`config.mk`:
```
export PLATFORM = sky130hd
export DESIGN_NAME = board_datapath_flat
export DESIGN_NICKNAME = d
export VERILOG_FILES = /design/src/rtl/board_if.sv /design/src/rtl/board_datapath.sv /design/src/flat_wrapper.sv
export SDC_FILE = /design/constraint.sdc
export NUM_CORES = 1
export LEC_CHECK = 0
export CAP_MARGIN = 25
export CORE_MARGIN = 1
export CORE_UTILIZATION = 63
export CTS_CLUSTER_DIAMETER = 50
export DETAILED_ROUTE_END_ITERATION = 10
export PLACE_DENSITY = 0.84
export SETUP_SLACK_MARGIN = 0.1
export SYNTH_ARGS = -nofsm -noshare
export SYNTH_HDL_FRONTEND = slang
export SYNTH_SLANG_ARGS = --single-unit
```
`constraint.sdc`:
```
create_clock -name clk -period 4.2 [get_ports clk]
set_input_delay 0.84 -clock clk [delete_from_list [all_inputs] [get_ports clk]]
set_output_delay 0.84 -clock clk [all_outputs]
set_load 0.005 [all_outputs]
```
`src/rtl/board_if.sv`:
```
// board_if: request/response bundle between the game control FSM and the board datapath
interface board_if;
  logic       start;
  logic [7:0] seed;
  logic       req;
  logic [3:0] card;
  logic       ready;
  logic       resp_valid;
  logic       go;
  logic       win;
  logic [3:0] pos;
  logic [3:0] steps;
  modport master (output start, seed, req, card, input ready, resp_valid, go, win, pos, steps);
  modport slave  (input start, seed, req, card, output ready, resp_valid, go, win, pos, steps);
endinterface

```
`src/rtl/board_datapath.sv`:
```
// board_datapath: LFSR-filled ring track, card/tile match and chicken advance for Chicken Cha-Cha-Cha
module board_datapath #(
  parameter int TRACK_LEN = 12,
  parameter int GOAL      = 8
) (
  input logic   clk,
  input logic   rst,
  board_if.slave bus
);
  typedef enum logic [2:0] {EMPTY, INIT, IDLE, EVAL, RESP, WON} state_t;
  state_t     state_q, state_d;
  logic [7:0] lfsr_q;
  logic [3:0] i_q, card_q, pos_q, steps_q, nxt, raw;
  logic       go_q, win_q, match, last_init;
  logic [3:0] tile_q [16];
  // tile lookup ahead of the chicken and end-of-fill detection
  always_comb begin
    nxt       = ({1'b0, pos_q} + 5'd1 == 5'(TRACK_LEN)) ? 4'd0 : pos_q + 4'd1;
    match     = (card_q < 4'd12) && (card_q == tile_q[nxt]);
    last_init = {1'b0, i_q} == 5'(TRACK_LEN - 1);
    raw       = lfsr_q[3:0];
  end
  // state register
  always_ff @(posedge clk)
    if (rst) state_q <= EMPTY;
    else state_q <= state_d;
  // next state; start overrides everything, EMPTY and WON wait for it
  always_comb begin
    state_d = bus.start          ? INIT :
              state_q == INIT    ? (last_init ? IDLE : INIT) :
              state_q == IDLE    ? (bus.req ? EVAL : IDLE) :
              state_q == EVAL    ? RESP :
              state_q == RESP    ? (win_q ? WON : IDLE) : state_q;
  end
  // handshake outputs decoded from state, board status from registers
  always_comb begin
    bus.ready      = state_q == IDLE;
    bus.resp_valid = state_q == RESP;
    bus.go         = go_q;
    bus.win        = win_q;
    bus.pos        = pos_q;
    bus.steps      = steps_q;
  end
  // LFSR, fill counter, latched card and move results (visible in RESP)
  always_ff @(posedge clk)
    if (rst) begin
      lfsr_q  <= 8'h01;
      i_q     <= '0;
      card_q  <= '0;
      pos_q   <= '0;
      steps_q <= '0;
      go_q    <= 1'b0;
      win_q   <= 1'b0;
    end else if (bus.start) begin
      lfsr_q  <= (bus.seed == 8'h00) ? 8'h01 : bus.seed;
      i_q     <= '0;
      pos_q   <= '0;
      steps_q <= '0;
      go_q    <= 1'b0;
      win_q   <= 1'b0;
    end else begin
      if (state_q == INIT) begin
        lfsr_q <= {lfsr_q[6:0], lfsr_q[7] ^ lfsr_q[5] ^ lfsr_q[4] ^ lfsr_q[3]};
        i_q    <= i_q + 4'd1;
      end
      if (state_q == IDLE && bus.req) card_q <= bus.card;
      if (state_q == EVAL) begin
        go_q <= match;
        if (match) begin
          pos_q   <= nxt;
          steps_q <= steps_q + 4'd1;
          win_q   <= steps_q + 4'd1 == 4'(GOAL);
        end
      end
    end
  // tile memory, written only while filling
  always_ff @(posedge clk)
    if (state_q == INIT) tile_q[i_q] <= (raw < 4'd12) ? raw : raw - 4'd12;
endmodule

```
`src/flat_wrapper.sv`:
```
// flat-port wrapper written by rule: the top's interface ports become plain ports
module board_datapath_flat 
#(
  parameter int TRACK_LEN = 12,
  parameter int GOAL      = 8
)
  (clk, rst, bus_start, bus_seed, bus_req, bus_card, bus_ready, bus_resp_valid, bus_go, bus_win, bus_pos, bus_steps);
  board_if bus_i ();
  input logic clk;
  input logic rst;
  input wire logic [$bits(bus_i.start)-1:0] bus_start;
  input wire logic [$bits(bus_i.seed)-1:0] bus_seed;
  input wire logic [$bits(bus_i.req)-1:0] bus_req;
  input wire logic [$bits(bus_i.card)-1:0] bus_card;
  output wire logic [$bits(bus_i.ready)-1:0] bus_ready;
  output wire logic [$bits(bus_i.resp_valid)-1:0] bus_resp_valid;
  output wire logic [$bits(bus_i.go)-1:0] bus_go;
  output wire logic [$bits(bus_i.win)-1:0] bus_win;
  output wire logic [$bits(bus_i.pos)-1:0] bus_pos;
  output wire logic [$bits(bus_i.steps)-1:0] bus_steps;
  assign bus_i.start = bus_start;
  assign bus_i.seed = bus_seed;
  assign bus_i.req = bus_req;
  assign bus_i.card = bus_card;
  assign bus_ready = bus_i.ready;
  assign bus_resp_valid = bus_i.resp_valid;
  assign bus_go = bus_i.go;
  assign bus_win = bus_i.win;
  assign bus_pos = bus_i.pos;
  assign bus_steps = bus_i.steps;
  board_datapath #(.TRACK_LEN(TRACK_LEN), .GOAL(GOAL)) u_core (.clk(clk), .rst(rst), .bus(bus_i));
endmodule
```
Yosys cells after proc, flatten, opt, wreduce, memory -nomap -nowiden
Memory sizes are Yosys's and may differ from the RTL's.
Cells that the tools add are included.
{"block": "word_totals", "elab_cells": 53, "reg_bits": 29, "ramBits": 64, "mem_count": 1, "inputBits": 16, "out_inout_bits": 12}
{"name": "u_core.tile_q", "depth": 16, "word_bits": 4, "read_ports": 1, "rd_clocked_by_memory_dff": 0, "wr": 1, "line_no": "board_datapath.sv:15", "text": "logic [3:0] tile_q [16];"}
{"block": "classes", "reduce_logical": 9, "n_eq_ne": 8, "muxes": 15, "bitwise": 4, "add_sub_neg": 5, "magnitude_cmp": 2}
{"cell": "two-way mux 8 bit", "count": 3}
{"cell": "two-way mux 3 bit", "count": 5}
{"cell": "adder 4 x 1 -> 4 bit, second input constant", "count": 3}
{"cell": "== test 4 bit, second input constant", "count": 2}
{"cell": "zero test 8 bit", "count": 1}
{"cell": "less-than comparator 4 bit, second input constant", "count": 2}
{"cell": "two-way mux 4 bit", "count": 2}
{"cell": "== test 3 x 2 -> 1 bit, second input constant", "count": 2}
{"cell": "adder 4 x 1 -> 5 bit, second input constant", "count": 1}
{"cell": "== test 5 x 4 -> 1 bit, second input constant", "count": 1}
{"cell": "nonzero test 5 bit", "count": 1}
{"cell": "== test 4 bit", "count": 1}
{"cell": "two-way mux 1 bit", "count": 4}
{"cell": "AND reduction 2 bit", "count": 2}
{"cell": "nonzero test 4 bit", "count": 1}
{"cell": "subtractor 4 bit, second input constant", "count": 1}
{"cell": "== test 3 x 1 -> 1 bit, second input constant", "count": 1}
{"cell": "== test 3 bit, second input constant", "count": 1}
{"cell": "XOR 1 bit", "count": 3}
{"cell": "logical AND 1 bit", "count": 2}
{"cell": "two-way mux 2 bit", "count": 1}
{"cell": "nonzero test 2 bit", "count": 1}
{"cell": "OR reduction 2 bit", "count": 1}
{"cell": "inverter 1 bit", "count": 1}

Depth between registers and ports, before layout
An unclocked memory read counts as a cell.
{"block": "logic_depth", "depth_word": 7, "mapped_depth": 10, "ltp_nobuf": 8}

Worst setup path before layout
OpenSTA, ideal clock, no wires.
{"block": "synth_timing", "kind": "register to register", "startpoint": "register u_core.pos_q[1] (netlist: u_core.bus.pos[1])", "endpoint": "register u_core.pos_q[0] (netlist: u_core.bus.pos[0])", "required_ps": 4128, "setup_time_ps": 72, "synth_period_minus_slack_ps": 2734, "slack_ps": 1466, "n_path_buf": 2, "t_arrival_ps": 2662, "stages_incl_launch_ff": 10, "cell_sequence": "dfxtp_1 -> ha_1 -> buf_6 -> buf_12 -> mux4_2 -> mux2i_1 -> mux2i_1 -> or4_4 -> a21oi_4 -> mux2i_1"}
{"block": "synth_between", "elab_chain_cells": 7, "elab_cells_between_ends": 8, "classes_between": "add/sub (2); eq/ne (2); mux (1); reduce/logical (2); memory (1)"}
{"item": "from (decl)", "line_no": "board_datapath.sv:13", "text": "logic [3:0] i_q, card_q, pos_q, steps_q, nxt, raw;"}
{"item": "from (signal assigned)", "line_no": "board_datapath.sv:70", "text": "pos_q <= nxt;"}
{"item": "adder 4 x 1 -> 5 bit", "line_no": "board_datapath.sv:18", "text": "nxt = ({1'b0, pos_q} + 5'd1 == 5'(TRACK_LEN)) ? 4'd0 : pos_q + 4'd1;"}
{"item": "== test 5 x 4 -> 1 bit", "line_no": "board_datapath.sv:18"}
{"item": "two-way mux 4 bit (*)", "line_no": "board_datapath.sv:18"}
{"item": "named net u_core.nxt[1]", "line_no": "board_datapath.sv:13"}
{"item": "memory read (16 x 4 bit) (*)"}
{"item": "== test 4 bit (*)", "line_no": "board_datapath.sv:19", "text": "match = (card_q < 4'd12) && (card_q == tile_q[nxt]);"}
{"item": "logical AND 1 bit (*)", "line_no": "board_datapath.sv:19"}
{"item": "AND reduction 2 bit (no line) (*)"}
Mark *: on every way through the listed nets, which the timed path passes. The rest lies on a longest branch.
A chain may end at the register's enable or synchronous reset.

Worst setup path in the final report
{"block": "layout_timing", "startpoint": "register u_core.pos_q[1] (netlist: u_core.bus.pos[1])", "endpoint": "register u_core.pos_q[3] (netlist: u_core.bus.pos[3])"}
Same word-level chain as after synthesis.

==> impl_metrics.yaml <==
floorplanning:
  core_area_um2: 6420
  initial_core_util: 0.663
  die_w_um: 84.2
  ios: 28
  die_height_um: 84.2
  die_area_um2: 7090
  num_rows: 29
timing:
  relSlewSlack: 0.370
  hold_viol: 0
  fin_skew_ns: 0.00991
  maxSlewViolCount: 0
  grt_setup_unrepaired: "false"
  finalSetupViolations: 0
  setup_tns_ns: 0
  min_period_over_period: 0.799
  fin_crit_ns: 3.36
  max_freq_mhz: 298
  tightest_slew_ns: 0.943
synthesis:
  synth.area.top_cells: "edfxtp_1 (45%), dfxtp_1 (14%), mux4_1 (7.4%), mux2i_1 (6.3%), nor2_1 (3.7%)"
  synth_warnings: 0
  synth_edf_count: 64
  syn_area_um2: 4260
  synth-xor-area-share: 0.0226
  yosysTopAreaCellShare: 0.451
  mappedNetlistNets: 344
  synth.most_common_cell: "edfxtp_1"
  ys_ff_latch: 93
  synthCells: 322
  yosys.area.top_type: "edfxtp_1"
  yosys.area_share.adder: 0.0176
  synth-simple-area-share: 0.120
  synth_compound_area_frac: 0.0573
  syn_area_per_cell_um2: 13.2
  synth_mux_area_frac: 0.161
  ys_seq_area_frac: 0.588
  synth_top_family_by_area: "multiplexers"
  async_flop_share: 0
  synth_flop_cell: "edfxtp_1"
  ys_top_cells_by_count: "edfxtp_1 (64), nor2_1 (42), dfxtp_1 (29)"
  synth_cell_types: 50
critical_path:
  critPathArrivalTime_ns: 3.65
  crit_path_start_kind: "flip-flop"
  crit_path_end_kind: "flip-flop"
  r2r-start: "u_core.bus.pos[1]"
  startpoint: "u_core.bus.pos[1]"
  cp.required_ns: 4.49
  crit_path_max_fanout: 11
  worstSetupPathType: "flip-flop to flip-flop"
layout:
  ff_latch_area_um2: 2500
  post-route-util: 0.749
  diodes: 0
  multi_input_area_um2: 1610
  nets: 368
  area_growth_pct: 13.0
  fillCellCount: 387
  drive_gt1_frac: 0.0969
global_routing:
  grt.overflow.total: 0
  grt_pass1_vias: 2616
  grt_max_degree: 24
  antenna_found_initial: 0
  grt_usage: 0.265
  grt_pass1_wl_um: 13600
cts:
  htree_levels: 3
  cts_buffers: 9
  post-cts-setup-buffers: 0
  cts_hold_buf: 0
  cts_buffer_depth: 2
  worstSkewPairLatency_ns: 0.36
  cts_tree: "yes"
  cts_resized: 0
  path_clk_slew_ns: 0.09
  cts_root_buf: "clkbuf_8"
  numClockSinks: 93
drt:
  wirelength_um: 8540
  drt_iter0_drc: 162
  first_pass_iters: 8
  num_vias: 2635
  routedWlPerCell_um: 20.0
  routed_via_density: 6.16
  route.detailed.drc: 2
  antenna_left: 0
power_and_ir_drop:
  worst_ir_drop_vdd_uv: 250
  power.total_w: 0.00185
  cellPowerDensity_nw_per_um2: 384
  p_leak_nw: 1.57
placement:
  dp_hpwl_um: 5930
  gp_congestion: 0.832
  port_buffers: 27
worst_hold_path:
  hold_start: "u_core.bus.pos[1]"
  min_path_type: "flip-flop to flip-flop"
run_status:
  violations: "DRC"
  status: "complete, but fails checks"
run:
  drv_cap: 0
==> cell families after synthesis <==
group | Yosys count
adders and majority gates | 6
muxes | 44
and+or+nand+nor | 104
AOI/OAI and AO/OA | 38
xor gates and xnor gates | 11
DFF | 93
buffers and inverters | 26
==> critical path: stages (launching register included) <==
cell and delay [ns]:
dfxtp_1 0.35, ha_1 0.69, buf_4 0.29, mux4_2 0.50, mux2i_1 0.23, mux2i_1 0.12
or4_4 0.53, a21oi_4 0.35, mux2i_1 0.22
==> routing by layer <==
metal | part of all wire | up-vias | global-route usage | wire length [um]
met5 | 0 | - | 0 | 0
met4 | 0.021 | 0 | 0.118 | 179
met3 | 0.053 | 16 | 0.0590 | 455
met2 | 0.50 | 75 | 0.431 | 4290
met1 | 0.42 | 1300 | 0.347 | 3620
li1 | - | 1244 | - | -
==> state kept, by name, summed over array words and instances (netlist names) <==
register and cells:
u_core.card_q 4, u_core.i_q 4, u_core.bus.steps 4, u_core.state_q 3, u_core.bus.win 1, u_core.bus.go 1, u_core.bus.pos 4, u_core.tile_q 64
u_core.lfsr_q 8
==> final timing paths <==
kind,end,slack [ns],cells past startpoint
max,u_core.bus.pos[3],0.84,8
min,u_core.bus.pos[1],0.50,2
max reg2reg,u_core.bus.pos[3],0.84,8
min reg2reg,u_core.bus.pos[1],0.50,2
==> area by class of cell <==
cell class                 count  area share
timing repair buffer          31      0.0624
tap                           77      0.0200
inverter                       8     0.00624
multi-input combinational    203       0.335
clock buffer                   9      0.0257
sequential                    93       0.520
clock inverter                 7      0.0302
==> report_power, final <==
group	switching (W)	internal, W
Combinational	0.0000360	0.0000317
Clock	0.000318	0.000458
Sequential	0.0000149	0.000990
==> cell usage in the layout, fill, tap and decap left out, types with 7 or more instances in the layout <==
| cell | instances |
|---|---|
| dfxtp_1 | 29 |
| nor2_1 | 42 |
| mux4_1 | 12 |
| clkdlybuf4s50_1 | 27 |
| a21oi_1 | 16 |
| inv_1 | 8 |
| nand2_1 | 23 |
| xnor2_1 | 9 |
| mux2i_1 | 27 |
| clkbuf_8 | 9 |
| nor3_1 | 7 |
| edfxtp_1 | 64 |
==> metrics by stage <==
step                      instance area, um2  std cells  hold slack, ns  setup WS (ns)
final                                   4810        428           0.504          0.844
after global placement                  4540        411           0.481          0.973
after CTS                               4800        427           0.508          0.843
after detailed placement                4540        411           0.492          0.842
after global routing                    4810        428           0.543          0.604
after floorplan                         4260        322           0.460           1.47
Note: power is estimated with default switching activity, not from simulation.
